**src/rtl/alu_pkg.sv**
```systemverilog
// Shared types for the multicycle ALU: operation encodings and FSM state names.
package alu_pkg;

  localparam int unsigned OP_W = 4;

  typedef enum logic [OP_W-1:0] {
    OP_FWD = 4'h0,
    OP_ADD = 4'h1,
    OP_AND = 4'h2,
    OP_OR  = 4'h3,
    OP_SUB = 4'h4,
    OP_SLL = 4'h5,
    OP_SRL = 4'h6,
    OP_SRA = 4'h7,
    OP_ROR = 4'h8,
    OP_MUL = 4'h9
  } alu_op_t;

  typedef enum logic [1:0] {
    IDLE = 2'd0,
    BUSY = 2'd1,
    DONE = 2'd2
  } alu_state_t;

endpackage

```
**src/rtl/multicycle_alu_if.sv**
```systemverilog
// Request/response bundle between the execute-stage control and the multicycle ALU.
interface multicycle_alu_if #(
  parameter int unsigned WIDTH = 8
) ();
  import alu_pkg::*;

  logic                 IN_VALID;
  logic                 IN_READY;
  logic [OP_W-1:0]      OP;
  logic [WIDTH-1:0]     DATA1;
  logic [WIDTH-1:0]     DATA2;
  logic                 OUT_VALID;
  logic [WIDTH-1:0]     RESULT;
  logic                 ZERO;
  logic                 NEG;
  logic                 CARRY;
  logic                 OVERFLOW;

  modport master (
    output IN_VALID, OP, DATA1, DATA2,
    input  IN_READY, OUT_VALID, RESULT, ZERO, NEG, CARRY, OVERFLOW
  );

  modport slave (
    input  IN_VALID, OP, DATA1, DATA2,
    output IN_READY, OUT_VALID, RESULT, ZERO, NEG, CARRY, OVERFLOW
  );

endinterface

```
**src/rtl/alu_comb_unit.sv**
```systemverilog
// Single-cycle datapath: FWD/ADD/AND/OR/SUB with carry, borrow and signed overflow.
module alu_comb_unit
  import alu_pkg::*;
#(
  parameter int unsigned WIDTH = 8
) (
  input  logic [OP_W-1:0]  op,
  input  logic [WIDTH-1:0] a,
  input  logic [WIDTH-1:0] b,
  output logic [WIDTH-1:0] result_c,
  output logic             carry_c,
  output logic             overflow_c
);

  logic [WIDTH:0] sum;
  logic [WIDTH:0] diff;

  always_comb begin
    sum        = {1'b0, a} + {1'b0, b};
    diff       = {1'b0, a} - {1'b0, b};
    result_c   = b;
    carry_c    = 1'b0;
    overflow_c = 1'b0;
    case (op)
      OP_ADD: begin
        result_c   = sum[WIDTH-1:0];
        carry_c    = sum[WIDTH];
        overflow_c = (a[WIDTH-1] == b[WIDTH-1]) && (sum[WIDTH-1] != a[WIDTH-1]);
      end
      OP_AND: result_c = a & b;
      OP_OR:  result_c = a | b;
      OP_SUB: begin
        // Bit WIDTH of the widened difference is the unsigned borrow.
        result_c   = diff[WIDTH-1:0];
        carry_c    = diff[WIDTH];
        overflow_c = (a[WIDTH-1] != b[WIDTH-1]) && (diff[WIDTH-1] != a[WIDTH-1]);
      end
      default: result_c = b;
    endcase
  end

endmodule

```
**src/rtl/multicycle_alu.sv**
```systemverilog
// Registered execute-stage ALU: single-cycle ops via alu_comb_unit, bit-serial shifts and shift-add multiply.
module multicycle_alu
  import alu_pkg::*;
#(
  parameter int unsigned WIDTH = 8
) (
  input  logic             CLK,
  input  logic             RESET,
  multicycle_alu_if.slave  bus
);

  localparam int unsigned SHW   = $clog2(WIDTH);
  localparam int unsigned CNT_W = SHW + 1;

  localparam logic [1:0] S_IDLE = 2'(IDLE);
  localparam logic [1:0] S_BUSY = 2'(BUSY);
  localparam logic [1:0] S_DONE = 2'(DONE);

  logic [1:0]         state_q, state_d;
  logic [OP_W-1:0]    op_q, op_d;
  logic [WIDTH-1:0]   a_q, a_d;
  logic [2*WIDTH-1:0] acc_q, acc_d;
  logic [CNT_W-1:0]   cnt_q, cnt_d;
  logic [WIDTH-1:0]   result_q, result_d;
  logic               zero_q, zero_d;
  logic               neg_q, neg_d;
  logic               carry_q, carry_d;
  logic               overflow_q, overflow_d;
  logic               out_valid_q, out_valid_d;
  logic               in_ready_q, in_ready_d;

  logic [WIDTH-1:0]   comb_result;
  logic               comb_carry;
  logic               comb_overflow;

  logic [SHW-1:0]     shamt;
  logic               in_is_shift;
  logic [WIDTH-1:0]   sh_v;
  logic [WIDTH-1:0]   step_val;
  logic               step_out;
  logic [WIDTH:0]     mul_sum;
  logic               upd;

  alu_comb_unit #(.WIDTH(WIDTH)) u_comb (
    .op         (bus.OP),
    .a          (bus.DATA1),
    .b          (bus.DATA2),
    .result_c   (comb_result),
    .carry_c    (comb_carry),
    .overflow_c (comb_overflow)
  );

  // Next-state, datapath iteration and result/flag update.
  always_comb begin
    state_d     = state_q;
    op_d        = op_q;
    a_d         = a_q;
    acc_d       = acc_q;
    cnt_d       = cnt_q;
    result_d    = result_q;
    zero_d      = zero_q;
    neg_d       = neg_q;
    carry_d     = carry_q;
    overflow_d  = overflow_q;
    out_valid_d = 1'b0;
    upd         = 1'b0;

    shamt       = bus.DATA2[SHW-1:0];
    in_is_shift = (bus.OP == OP_SLL) || (bus.OP == OP_SRL) ||
                  (bus.OP == OP_SRA) || (bus.OP == OP_ROR);

    // One shift/rotate step on the low half of the accumulator.
    sh_v     = acc_q[WIDTH-1:0];
    step_val = sh_v;
    step_out = 1'b0;
    case (op_q)
      OP_SLL: begin step_val = {sh_v[WIDTH-2:0], 1'b0};       step_out = sh_v[WIDTH-1]; end
      OP_SRL: begin step_val = {1'b0, sh_v[WIDTH-1:1]};       step_out = sh_v[0];       end
      OP_SRA: begin step_val = {sh_v[WIDTH-1], sh_v[WIDTH-1:1]}; step_out = sh_v[0];    end
      OP_ROR: begin step_val = {sh_v[0], sh_v[WIDTH-1:1]};    step_out = 1'b0;          end
      default: ;
    endcase

    // Right-shifting shift-add: high half accumulates, low half holds remaining multiplier bits.
    mul_sum = {1'b0, acc_q[2*WIDTH-1:WIDTH]} + {1'b0, (acc_q[0] ? a_q : '0)};

    case (state_q)
      S_IDLE: begin
        if (bus.IN_VALID) begin
          op_d = bus.OP;
          a_d  = bus.DATA1;
          if (bus.OP == OP_MUL) begin
            acc_d   = {{WIDTH{1'b0}}, bus.DATA2};
            cnt_d   = CNT_W'(WIDTH);
            state_d = S_BUSY;
          end else if (in_is_shift && (shamt != '0)) begin
            acc_d   = {{WIDTH{1'b0}}, bus.DATA1};
            cnt_d   = CNT_W'(shamt);
            state_d = S_BUSY;
          end else begin
            state_d     = S_DONE;
            out_valid_d = 1'b1;
            upd         = 1'b1;
            result_d    = in_is_shift ? bus.DATA1 : comb_result;
            carry_d     = in_is_shift ? 1'b0 : comb_carry;
            overflow_d  = in_is_shift ? 1'b0 : comb_overflow;
          end
        end
      end
      S_BUSY: begin
        if (op_q == OP_MUL) begin
          acc_d = {mul_sum, acc_q[WIDTH-1:1]};
        end else begin
          acc_d = {acc_q[2*WIDTH-1:WIDTH], step_val};
        end
        cnt_d = cnt_q - CNT_W'(1);
        if (cnt_q == CNT_W'(1)) begin
          state_d     = S_DONE;
          out_valid_d = 1'b1;
          upd         = 1'b1;
          result_d    = acc_d[WIDTH-1:0];
          carry_d     = (op_q == OP_MUL) ? (|acc_d[2*WIDTH-1:WIDTH]) : step_out;
          overflow_d  = 1'b0;
        end
      end
      S_DONE:  state_d = S_IDLE;
      default: state_d = S_IDLE;
    endcase

    if (upd) begin
      zero_d = (result_d == '0);
      neg_d  = result_d[WIDTH-1];
    end

    in_ready_d = (state_d == S_IDLE);
  end

  always_ff @(posedge CLK) begin
    if (RESET) begin
      state_q     <= S_IDLE;
      op_q        <= '0;
      a_q         <= '0;
      acc_q       <= '0;
      cnt_q       <= '0;
      result_q    <= '0;
      zero_q      <= 1'b0;
      neg_q       <= 1'b0;
      carry_q     <= 1'b0;
      overflow_q  <= 1'b0;
      out_valid_q <= 1'b0;
      in_ready_q  <= 1'b1;
    end else begin
      state_q     <= state_d;
      op_q        <= op_d;
      a_q         <= a_d;
      acc_q       <= acc_d;
      cnt_q       <= cnt_d;
      result_q    <= result_d;
      zero_q      <= zero_d;
      neg_q       <= neg_d;
      carry_q     <= carry_d;
      overflow_q  <= overflow_d;
      out_valid_q <= out_valid_d;
      in_ready_q  <= in_ready_d;
    end
  end

  assign bus.IN_READY  = in_ready_q;
  assign bus.OUT_VALID = out_valid_q;
  assign bus.RESULT    = result_q;
  assign bus.ZERO      = zero_q;
  assign bus.NEG       = neg_q;
  assign bus.CARRY     = carry_q;
  assign bus.OVERFLOW  = overflow_q;

endmodule

```
**src/flat_wrapper.sv**
```systemverilog
// flat-port wrapper written by rule: the top's interface ports become plain ports
module multicycle_alu_flat import alu_pkg::*;
#(
  parameter int unsigned WIDTH = 8
)
  (CLK, RESET, bus_IN_VALID, bus_OP, bus_DATA1, bus_DATA2, bus_IN_READY, bus_OUT_VALID, bus_RESULT, bus_ZERO, bus_NEG, bus_CARRY, bus_OVERFLOW);
  multicycle_alu_if #(.WIDTH(WIDTH)) bus_i ();
  input  logic CLK;
  input  logic RESET;
  input wire logic [$bits(bus_i.IN_VALID)-1:0] bus_IN_VALID;
  input wire logic [$bits(bus_i.OP)-1:0] bus_OP;
  input wire logic [$bits(bus_i.DATA1)-1:0] bus_DATA1;
  input wire logic [$bits(bus_i.DATA2)-1:0] bus_DATA2;
  output wire logic [$bits(bus_i.IN_READY)-1:0] bus_IN_READY;
  output wire logic [$bits(bus_i.OUT_VALID)-1:0] bus_OUT_VALID;
  output wire logic [$bits(bus_i.RESULT)-1:0] bus_RESULT;
  output wire logic [$bits(bus_i.ZERO)-1:0] bus_ZERO;
  output wire logic [$bits(bus_i.NEG)-1:0] bus_NEG;
  output wire logic [$bits(bus_i.CARRY)-1:0] bus_CARRY;
  output wire logic [$bits(bus_i.OVERFLOW)-1:0] bus_OVERFLOW;
  assign bus_i.IN_VALID = bus_IN_VALID;
  assign bus_i.OP = bus_OP;
  assign bus_i.DATA1 = bus_DATA1;
  assign bus_i.DATA2 = bus_DATA2;
  assign bus_IN_READY = bus_i.IN_READY;
  assign bus_OUT_VALID = bus_i.OUT_VALID;
  assign bus_RESULT = bus_i.RESULT;
  assign bus_ZERO = bus_i.ZERO;
  assign bus_NEG = bus_i.NEG;
  assign bus_CARRY = bus_i.CARRY;
  assign bus_OVERFLOW = bus_i.OVERFLOW;
  multicycle_alu #(.WIDTH(WIDTH)) u_core (.CLK(CLK), .RESET(RESET), .bus(bus_i));
endmodule
```
**config.mk**
```make
export PLATFORM = sky130hd
export DESIGN_NAME = multicycle_alu_flat
export DESIGN_NICKNAME = d
export VERILOG_FILES = /design/src/rtl/alu_pkg.sv /design/src/rtl/multicycle_alu_if.sv /design/src/rtl/alu_comb_unit.sv /design/src/rtl/multicycle_alu.sv /design/src/flat_wrapper.sv
export SDC_FILE = /design/constraint.sdc
export NUM_CORES = 1
export LEC_CHECK = 0
export ABC_AREA = 0
export CAP_MARGIN = 20
export CORE_UTILIZATION = 50
export DETAILED_ROUTE_END_ITERATION = 12
export GPL_TIMING_DRIVEN = 1
export PLACE_DENSITY_LB_ADDON = 0.1
export SLEW_MARGIN = 20
export SYNTH_ARGS = -nofsm -noshare
export SYNTH_HDL_FRONTEND = slang
export SYNTH_HIERARCHICAL = 1
export SYNTH_SLANG_ARGS = --single-unit
```
**constraint.sdc**
```tcl
create_clock -name CLK -period 2.56 [get_ports CLK]
set_input_delay 0.384 -clock CLK [delete_from_list [all_inputs] [get_ports CLK]]
set_output_delay 0.384 -clock CLK [all_outputs]
set_load 0.05 [all_outputs]
```
==> summary.txt <==
Floorplan
  – CORE AREA: 8220 um^2
  – FP Rows: 33
  – Starting density of the core: 51.5%
  – Die area: 8840 um^2
  – I/O pin cnt: 37
  – Die Width: 94.0 um
  – Chip height: 94.0 um

Synthesis
  – Synth top area share: 22.7%
  – Post-synth EDFFs: 0
  – Largest cells by area after synthesis: dfxtp_1 23%, ha_1 11%, a21oi_1 7.0%
  – Post-Synthesis Mean Instance Area: 7.49 um^2
  – Leading register cell type out of synthesis: dfxtp_1
  – Post-synth ARST share: 0%
  – Syn Nets: 628
  – YS warnings: 6
  – Sequential cell area fraction in the yosys report: 22.7%
  – Mapped Area: 4230 um^2
  – Yosys top cell by area: dfxtp_1
  – Mapped Cells: 565
  – Post-synthesis register bit count: 48
  – Yosys cell types: 65

Run
  – Max-cap check violation count: 0

Setup path
  – Crit Path Max Fanout: 3
  – Crit Path Class: reg -> reg
  – Worst Path Required: 2.76 ns
  – Worst setup EP type: flip-flop
  – Startpoint Class: flip-flop
  – Critical path arrival: 2.85 ns

STA
  – Final hold vios: 0
  – Setup TNS: -0.130 ns
  – Fin crit share: 103%
  – Max Clk Rate: 378 MHz
  – Worst-Margin Slew: 0.868 ns
  – Fin. max-slew vios: 0
  – Max-slew headroom: 41.7%
  – RSZ-0062 raised after global routing: true
  – Setup-failing EPs final: 2
  – Final worst setup slack: -0.0867 ns
  – Final Skew: 0.00571 ns
  – Final Critical Period: 2.65 ns

Drt
  – DR iter-0 viols: 411
  – Final wirelength: 14300 um
  – DRC violations left: 0
  – Drt via density: 6.02
  – Average wire per standard cell: 17.4 um
  – DR vias: 4941
  – Number of detailed-route iterations in the first pass: 6
  – Routed Antenna Nets: 0

Clocking
  – Worst-case clock buffer depth: 2
  – CTS sink cnt: 48
  – Clk_lat worst skew: 0.31 ns
  – CTS buffer count: 5
  – CTS tree: built
  – Root Driver: clkbuf_8
  – H-tree depth: 2
  – Reg clk slew, reported paths: 0.09 ns
  – Hold buffer count at cts: 0

Run status
  – Run status: finished with violations
  – Failing checks: negative setup slack

Global routing
  – Initial antenna violation count: 0
  – GRT Util Overall: 32.1%
  – Vias in the first global route: 4574
  – Largest net degree at the start of global routing: 35
  – Grt ovf: 0
  – First-pass GRT wire length: 22200 um

Placement
  – RePlAce Congestion: 0.923
  – Dpl hpwl: 10700 um
  – Cell area after placement: 5490 um^2
  – Placed cells: 797
  – Port-buffer cells: 36

Final layout
  – Synth-to-Final Area Change: 42.3%
  – Non-filler cells, final: 821
  – Final instance area: 6020 um^2
  – Layout cells sized above 1: 31.0%
  – Antenna Cells: 0
  – Final #Nets: 778

Power
  – P_leak: 2.62 nW
  – Tot Pwr: 2.30 mW
  – Pwr Density: 382 nW/um^2
  – Worst vdd ir: 0.229 mV

Min path
  – Hold WC Path Type: in -> reg
==> repair_timing <==
item | in CTS | in global routing
pin swaps | 14 | 24
setup endpoints to repair | 11 | 19
gates resized for setup | 47 | 48
setup buffers | 12 | 6
==> flip-flops by register name, indices dropped and copies added, names as in the netlist <==
name / count
u_core/a_q: 8
u_core/acc_q: 16
u_core/bus.CARRY: 1
u_core/bus.IN_READY: 1
u_core/bus.NEG: 1
u_core/bus.OUT_VALID: 1
u_core/bus.OVERFLOW: 1
u_core/bus.RESULT: 8
u_core/bus.ZERO: 1
u_core/cnt_q: 4
u_core/op_q: 4
u_core/state_q: 2
==> where the power goes <==
group / switching, mW / internal [mW]
clock: 0.262 / 0.290
combinational: 0.501 / 0.417
sequential: 0.0362 / 0.791
total: 0.799 / 1.50
==> per-stage QoR <==
step	utilization [%]	worst slack (ns)	hold WS (ns)
CTS	71.2	-0.0799	0.457
floorplan	-	0.0173	0.432
global placement	66.8	-0.632	0.441
global route	73.3	-0.126	0.440
detailed placement	66.8	-0.739	0.445
finish	73.3	-0.0867	0.429
==> worst max-delay path, stage by stage (launching register included) <==
cell	delay, ns
dfxtp_2	0.33
and2_4	0.16
ha_4	0.16
fa_2	0.37
a211oi_2	0.24
o21ai_1	0.09
a31oi_1	0.19
a21oi_2	0.10
or4_4	0.44
nor4b_4	0.25
buf_4	0.16
o21ai_2	0.05
==> logic make-up (layout without fill, tap and decap cells) <==
| kind of cell | after synthesis | after routing | synth area share [%] |
|---|---|---|---|
| fa+ha+maj | 40 | 40 | 12.4 |
| flops | 48 | 48 | 22.7 |
| xor+xnor | 9 | 9 | 1.86 |
| mux | 8 | 8 | 1.89 |
| buf+inv | 62 | 213 | 6.83 |
| simple gates | 226 | 226 | 25.5 |
| compound gates | 172 | 172 | 28.9 |
==> cell type report <==
| cell class | instances | area (um^2) |
|---|---|---|
| Clock buffer | 6 | 72.6 |
| Timing Repair Buffer | 175 | 1420 |
| Fill cell | 623 | 2190 |
| Multi-Input combinational cell | 455 | 3290 |
| Tap cell | 105 | 131 |
| Sequential cell | 48 | 963 |
| Inverter | 30 | 113 |
| Clock inverter | 2 | 35.0 |
==> per-layer routing <==
metal / share of wire [%] / up-vias / GRT usage [%]
li1: - / 2337 / -
met5: 0 / - / 0
met1: 42 / 2330 / 41.1
met3: 7.0 / 43 / 4.21
met2: 48 / 231 / 54.5
met4: 3.2 / 0 / 12.3
==> worst paths after layout <==
kind | start | slack (ns) | cells past startpoint | to
setup / recovery | u_core/a_q[0] | -0.09 | 11 | u_core/bus.CARRY
hold reg to reg | u_core/a_q[4] | 0.45 | 2 | u_core/a_q[4]
hold / removal | bus_DATA2[0] | 0.43 | 3 | u_core/cnt_q[0]
setup reg to reg | u_core/a_q[0] | -0.09 | 11 | u_core/bus.CARRY
==> placed cells by master (no fill, tap or decap), types with 9 or more instances in the layout <==
master           count
dlymetal6s2s_1      11
ha_1                25
clkdlybuf4s50_1     18
a21oi_1             51
nand2_1             75
nand3_1             21
buf_4              138
and2_1              10
o21ai_0              9
a211oi_1             9
nor2_1              66
inv_1               22
dfxtp_1             46
==> synthesized netlist by cell type (7+ instances only) <==
| cell | number |
|---|---|
| and2_1 | 11 |
| nand3_1 | 21 |
| xnor2_1 | 7 |
| a221oi_1 | 11 |
| nor3_1 | 10 |
| o21ai_0 | 16 |
| clkbuf_1 | 19 |
| inv_1 | 30 |
| dfxtp_1 | 48 |
| a22oi_1 | 9 |
| a211oi_1 | 11 |
| nor2_1 | 67 |
| nand2_1 | 75 |
| a21oi_1 | 59 |
| ha_1 | 37 |
| nand2b_1 | 7 |
| mux2i_1 | 8 |
Power figures use the tool's default switching activity.
